--- config.mk ---
export PLATFORM = sky130hd
export DESIGN_NAME = cpu_seq
export DESIGN_NICKNAME = d
export VERILOG_FILES = /design/src/rtl/cpu_seq_pkg.sv /design/src/rtl/edge_sync.sv /design/src/rtl/cpu_seq.sv
export SDC_FILE = /design/constraint.sdc
export NUM_CORES = 1
export LEC_CHECK = 0
export ABC_AREA = 1
export CAP_MARGIN = 20
export CORE_AREA = 2 2 44 46
export DETAILED_ROUTE_END_ITERATION = 10
export DIE_AREA = 0 0 46 48
export DONT_BUFFER_PORTS = 1
export PLACE_DENSITY = 0.7
export SLEW_MARGIN = 20
export SYNTH_ARGS = -nofsm -noshare
export SYNTH_HDL_FRONTEND = slang
export SYNTH_HIERARCHICAL = 1
export SYNTH_SLANG_ARGS = --single-unit
--- constraint.sdc ---
create_clock -name CLK -period 1.1 [get_ports CLK]
set_input_delay 0.22 -clock CLK [delete_from_list [all_inputs] [get_ports CLK]]
set_output_delay 0.22 -clock CLK [all_outputs]
set_load 0.03 [all_outputs]
--- src/rtl/cpu_seq_pkg.sv ---
// Shared types and constants for the cpu_seq instruction sequencer.
package cpu_seq_pkg;

  localparam int unsigned INSTR_W = 8;
  localparam int unsigned OP_W    = 2;
  localparam int unsigned OP_LSB  = 6;

  typedef enum logic [2:0] {
    ST_IDLE  = 3'd0,
    ST_FETCH = 3'd1,
    ST_WAIT  = 3'd2,
    ST_EXEC  = 3'd3,
    ST_HALT  = 3'd4
  } state_e;

  localparam logic [OP_W-1:0] OP_NOP = 2'b00;
  localparam logic [OP_W-1:0] OP_LD  = 2'b01;
  localparam logic [OP_W-1:0] OP_JMP = 2'b10;
  localparam logic [OP_W-1:0] OP_HLT = 2'b11;

  // Opcode field of an instruction word.
  function automatic logic [OP_W-1:0] get_op(input logic [INSTR_W-1:0] instr);
    return instr[OP_LSB +: OP_W];
  endfunction

endpackage

--- src/rtl/edge_sync.sv ---
// Two-flop synchroniser plus registered rising-edge detector for the step button.
// Edges are only recognised once the synchronised input has been seen low after reset.
module edge_sync (
  input  logic clk,
  input  logic rst_n,
  input  logic din,
  output logic pulse
);

  logic       sync1_q, sync1_d;
  logic       sync2_q, sync2_d;
  logic       prev_q,  prev_d;
  logic [1:0] vld_q,   vld_d;
  logic       armed_q, armed_d;
  logic       pulse_q, pulse_d;

  always_comb begin
    sync1_d = din;
    sync2_d = sync1_q;
    prev_d  = sync2_q;
    vld_d   = {vld_q[0], 1'b1};
    // A button held through reset release must be let go before it can step.
    armed_d = armed_q | (vld_q[1] & ~sync2_q);
    pulse_d = armed_q & sync2_q & ~prev_q;
  end

  always_ff @(posedge clk) begin
    if (!rst_n) begin
      sync1_q <= 1'b0;
      sync2_q <= 1'b0;
      prev_q  <= 1'b0;
      vld_q   <= 2'b00;
      armed_q <= 1'b0;
      pulse_q <= 1'b0;
    end else begin
      sync1_q <= sync1_d;
      sync2_q <= sync2_d;
      prev_q  <= prev_d;
      vld_q   <= vld_d;
      armed_q <= armed_d;
      pulse_q <= pulse_d;
    end
  end

  assign pulse = pulse_q;

endmodule

--- src/rtl/cpu_seq.sv ---
// Tiny fetch/execute sequencer: one instruction per start condition (TICK with RUN).
// Define CPU_SEQ_STEP_EN to add the STEP button port and single-step logic.
module cpu_seq
  import cpu_seq_pkg::*;
#(
  parameter int unsigned ADR_W  = 6,
  parameter int unsigned DATA_W = 8
) (
  input  logic              CLK,
  input  logic              RST,
  input  logic              TICK,
  input  logic              RUN,
`ifdef CPU_SEQ_STEP_EN
  input  logic              STEP,
`endif
  output logic [ADR_W-1:0]  ROM_ADR,
  output logic              ROM_EN,
  input  logic [DATA_W-1:0] ROM_DATA,
  output logic              LD0,
  output logic              HALTED
);

  state_e              state_q, state_d;
  logic [ADR_W-1:0]    pc_q, pc_d;
  logic [DATA_W-1:0]   ir_q, ir_d;
  logic                ld0_q, ld0_d;
  logic                rom_en_q, rom_en_d;
  logic                halted_q, halted_d;
  logic                start_c;

`ifdef CPU_SEQ_STEP_EN
  logic step_pulse;

  edge_sync u_step_sync (
    .clk   (CLK),
    .rst_n (RST),
    .din   (STEP),
    .pulse (step_pulse)
  );

  assign start_c = (TICK & RUN) | (step_pulse & ~RUN);
`else
  assign start_c = TICK & RUN;
`endif

  // Next-state, datapath and registered-output logic.
  always_comb begin
    state_d  = state_q;
    pc_d     = pc_q;
    ir_d     = ir_q;
    ld0_d    = ld0_q;
    rom_en_d = 1'b0;
    halted_d = 1'b0;

    unique case (state_q)
      ST_IDLE:  if (start_c) state_d = ST_FETCH;
      ST_FETCH: state_d = ST_WAIT;
      ST_WAIT: begin
        ir_d    = ROM_DATA;
        state_d = ST_EXEC;
      end
      ST_EXEC: begin
        state_d = ST_IDLE;
        case (get_op(ir_q))
          OP_NOP: pc_d = pc_q + ADR_W'(1);
          OP_LD: begin
            ld0_d = ir_q[0];
            pc_d  = pc_q + ADR_W'(1);
          end
          OP_JMP:  pc_d = ir_q[ADR_W-1:0];
          default: state_d = ST_HALT;
        endcase
      end
      ST_HALT: state_d = ST_HALT;
      default: state_d = ST_IDLE;
    endcase

    rom_en_d = (state_d == ST_FETCH);
    halted_d = (state_d == ST_HALT);
  end

  always_ff @(posedge CLK) begin
    if (!RST) begin
      state_q  <= ST_IDLE;
      pc_q     <= '0;
      ir_q     <= '0;
      ld0_q    <= 1'b0;
      rom_en_q <= 1'b0;
      halted_q <= 1'b0;
    end else begin
      state_q  <= state_d;
      pc_q     <= pc_d;
      ir_q     <= ir_d;
      ld0_q    <= ld0_d;
      rom_en_q <= rom_en_d;
      halted_q <= halted_d;
    end
  end

  assign ROM_ADR = pc_q;
  assign ROM_EN  = rom_en_q;
  assign LD0     = ld0_q;
  assign HALTED  = halted_q;

endmodule

After elaboration in Yosys (flattened, before gate mapping)
Cells that the tools add are included.
W data, S select, Z words.
{"block": "totals", "ff_bits": 20, "in_bits": 12, "elab_cells": 27}
{"block": "op_classes", "addsub": 1, "n_eq_ne": 8, "mux": 4, "bitwise_logic": 1, "reduce_logical": 7}
{"cell": "$pmux W3 S5", "count": 1}
{"cell": "$pmux W6 S2", "count": 1}
{"cell": "$add A6 B1 Y6 const B", "count": 1}
{"cell": "$eq A3 B1 Y1 const B", "count": 2}
{"cell": "$eq A3 B2 Y1 const B", "count": 2}
{"cell": "$eq A3 B3 Y1 const B", "count": 2}
{"cell": "$mux W3", "count": 2}
{"cell": "$reduce_and A2 Y1", "count": 2}
{"cell": "$logic_not A3 Y1", "count": 1}
{"cell": "$reduce_or A3 Y1", "count": 1}
{"cell": "$eq A2 B1 Y1 const B", "count": 1}
{"cell": "$eq A2 B2 Y1 const B", "count": 1}
{"cell": "$logic_not A2 Y1", "count": 1}
{"cell": "$reduce_bool A2 Y1", "count": 1}
{"cell": "$reduce_or A2 Y1", "count": 1}
{"cell": "$and A1 B1 Y1", "count": 1}

Depth between registers and ports, before layout
{"block": "depth", "depth_word": 5, "mapped_depth": 7, "mapped_depth_nobuf": 7}

Least setup slack after synthesis
OpenSTA, ideal clock, no wires.
{"block": "synth_path", "path_type": "flip-flop to flip-flop", "startpoint": "register pc_q[1] (netlist: ROM_ADR[1])", "endpoint": "register pc_q[4] (netlist: ROM_ADR[4])", "setup_time_ns": 0.123, "arrival_time_ns": 1.157, "required_ns": 0.977, "slack_ns": -0.180, "stages_incl_launch_ff": 7, "path_cell_list": "dfxtp_1 -> ha_1 -> nand3_1 -> nand2_1 -> nand2_1 -> o21ai_1 -> a21oi_1"}
{"block": "synth_between", "elab_chain_len": 2}
{"item": "start: declaration", "line": "cpu_seq.sv:24", "rtl": "logic [ADR_W-1:0] pc_q, pc_d;"}
{"item": "start signal: assignment", "line": "cpu_seq.sv:92", "rtl": "pc_q <= pc_d;"}
{"item": "$add A6 B1 Y6", "line": "cpu_seq.sv:65, cpu_seq.sv:68"}
{"item": "$pmux W6 S2", "line": "cpu_seq.sv:64", "rtl": "case (get_op(ir_q))"}
Every way passes these cells.
A chain may end at the register's enable or synchronous reset.

Worst setup path after layout
{"block": "layout_path", "startpoint": "register state_q[2]", "endpoint": "register pc_q[4] (netlist: ROM_ADR[4])"}
{"block": "layout_between", "elab_chain_len": 2}
{"item": "start: declaration", "line": "cpu_seq.sv:23", "rtl": "state_e state_q, state_d;"}
{"item": "start signal: assignment", "line": "cpu_seq.sv:91", "rtl": "state_q <= state_d;"}
{"item": "$eq A3 B2 Y1", "line": "cpu_seq.sv:55", "rtl": "unique case (state_q)"}
{"item": "$reduce_and A2 Y1 (no source line)"}
Every way passes these cells.

==> flow_summary.toml <==
[placement]
io_buffers = 0
place_ws_ns = -0.05484
routabilityCongestion = 0.8116
detailed_place_hpwl_um = 1261
placed_cell_area_um2 = 969.7

[critical_path]
worst-path-max-fanout = 5
end_kind = "flip-flop"
path_class = "reg -> reg"
crit_path_start_kind = "flip-flop"
required_ns = 1.33
cp.arrival_ns = 1.31

[clocking]
cts_sinks = 20
hold_buffers = 0
clkSlewWorstSetupHoldPaths_ns = 0.11
cts_tree = "done"
ctsHtreeMaxLevel = 1
cts_made_buffers = 3
clk_latency_ns = 0.29
clock-root-buffer = "clkbuf_4"
clk_path_buf_depth = 2

[die]
initial_core_util = 0.5178
ios = 21
die_h_um = 48
rows = 15
die-area_mm2 = 0.002208
core_area_mm2 = 0.001689
die_w_um = 46

[status]
status = "completed"

[synthesis]
synth_top_area_cell = "dfxtp_1"
synth.most_common_cell = "dfxtp_1"
synth_top_area_share = 0.4578
yosysSeqAreaShare = 0.4578
yosysWarnings = 6
synth_edf_count = 0
synth_area_leaders = "dfxtp_1 (46%), a21oi_1 (8.6%), o21ai_0 (8.0%)"
synthCells = 117
ys_types = 21
ys.flop_type = "dfxtp_1"
synth_area_per_cell_um2 = 7.475
syn_nets = 130
syn_area_um2 = 874.6
synth_commonest_cells = "dfxtp_1 (20), nand2_1 (18), a21oi_1 (15), nor2_1 (15)"
yosys_register_bits = 20
synth-async-reset-ratio = 0

[routing]
postRouteAntennaNets = 0
drt_first_pass_iters = 4
drcViolationCount = 0
post_drt_via_cell_ratio = 5.387
routedWlPerCell_um = 12.07
drt_iter0_markers = 20
num_vias = 808
drt_wl_total_um = 1811

[global_route]
globalRouteOverflowTotal = 0
grt.busiest_layer = "met2"
met1_usage = 0.2380
grt_pass1_wl_um = 2911
use_met3 = 0.02642
grt_antenna_before_repair = 0
track_usage = 0.1848
grt_pass1_vias = 682
use_met2 = 0.3056
grt_max_degree = 15

[sta]
tns_ns = 0
whs_ns = 0.01075
tightest_slew_ns = 0.2952
fin_crit_sh = 0.9877
fmax_mhz = 920.4
relSlewSlack = 0.8029
period_needed_ns = 1.086
final_max_slew_viol_count = 0
skew_ns = 0.003875
rsz0062_at_grt = "true"
setup_viol = 0
hold_viol = 0
layout_setup_ws_ns = 0.01352

[cells_and_area]
areaGrowthSynthToFinish_pct = 25.18
antenna_cells = 0
final_net_count = 147
final_area_mm2 = 0.001095
drive_gt1_frac = 0.3083

[power_and_ir_drop]
seq_power_share = 0.573
clkPwrFrac = 0.309
power.switching_mw = 0.3419
p_total_mw = 1.360
cellPowerDensity_mw_per_mm2 = 1242
internal_power_mw = 1.018
p_comb_frac = 0.118
ir_worst_vdd_mv = 0.7905
p_leak_nw = 0.4482
swShare = 0.2514

[worst_hold_path]
hold_class = "in -> reg"

[job]
max_cap_violations = 0
==> area by class of cell <==
type | instances | area, um^2
Clock buffer | 4 | 36.28
Fill cell | 160 | 594.3
Inverter | 16 | 60.06
Multi-Input combinational cell | 79 | 444.2
Sequential cell | 20 | 424.2
Tap cell | 17 | 21.27
Timing Repair Buffer | 14 | 108.9
==> power by group through the flow <==
stage | clock, mW | sequential [mW] | combinational (mW)
final | 0.420 | 0.779 | 0.161
after global routing | 0.466 | 0.784 | 0.184
after CTS | 0.432 | 0.786 | 0.154
after detailed placement | 0 | 0.800 | 0.138
after global placement | 0 | 0.799 | 0.134
after floorplan | 0 | 0.799 | 0.107
==> worst paths after layout <==
path / start / endpoint / slack [ns] / cells after the start
max: state_q[2]$_SDFF_PN0_ / ROM_ADR[4]$_SDFFE_PN0P_ / 0.01 / 6
min: RST / ROM_ADR[2]$_SDFFE_PN0P_ / 0.01 / 2
max reg2reg: state_q[2]$_SDFF_PN0_ / ROM_ADR[4]$_SDFFE_PN0P_ / 0.01 / 6
min reg2reg: ir_q[2]$_SDFFE_PN0N_ / ir_q[2]$_SDFFE_PN0N_ / 0.45 / 2
==> stage by stage <==
stage | std cells | util
finish | 150 | 0.6481
global route | 150 | 0.6481
CTS | 149 | 0.6178
detailed placement | 143 | 0.5741
global placement | 143 | 0.5741
floorplan | 117 | -
==> kinds of logic after synthesis <==
family,Yosys count,share of synthesized area
AO/OA/AOI/OAI,34,0.2146
XOR/XNOR,1,0.01002
flip-flops,20,0.4578
adder cells (fa/ha/maj),1,0.01430
AND/OR/NAND/NOR,42,0.2089
buffers and inverters,19,0.09442
==> critical path, stage by stage, from the launching register on <==
cell     delay [ns]
dfxtp_2        0.34
buf_6          0.11
nor2_4         0.17
o21ai_4        0.11
nor2_1         0.10
o21ai_1        0.07
a21oi_1        0.12
==> cell usage in the layout (no fill, tap or decap) <==
master	instances
a21oi_1	15
nand2_1	14
o21ai_0	14
nor2_1	14
inv_1	13
buf_4	13
dfxtp_1	11
dfxtp_4	5
nand3_1	4
dfxtp_2	4
inv_2	3
nand2_2	3
clkbuf_4	3
o21ai_1	2
nor2_4	1
nor2_2	1
nand4_1	1
a32oi_1	1
nand3b_4	1
nor3_1	1
nand3_2	1
nand2_4	1
o21ai_4	1
xor2_1	1
o21bai_1	1
ha_4	1
clkbuf_8	1
o21ai_2	1
buf_6	1
==> repair_timing <==
action	CTS	global route
hold endpoints to repair	0	0
pin swaps	2	3
gates resized for setup	9	13
endpoints found under the setup margin	9	10
gates cloned	1	0
buffers inserted	1	1
==> routing by layer <==
layer | wire length, um | vias to the layer above
li1 | - | 419
met1 | 838 | 365
met2 | 894 | 20
met3 | 57 | 4
met4 | 21 | 0
met5 | 0 | -
==> flip-flops by register name, summed over array words and instances (netlist names) <==
register  count
LD0           1
ROM_ADR       6
ir_q          8
ROM_EN        1
state_q       3
HALTED        1
Power figures use the tool's default switching activity.
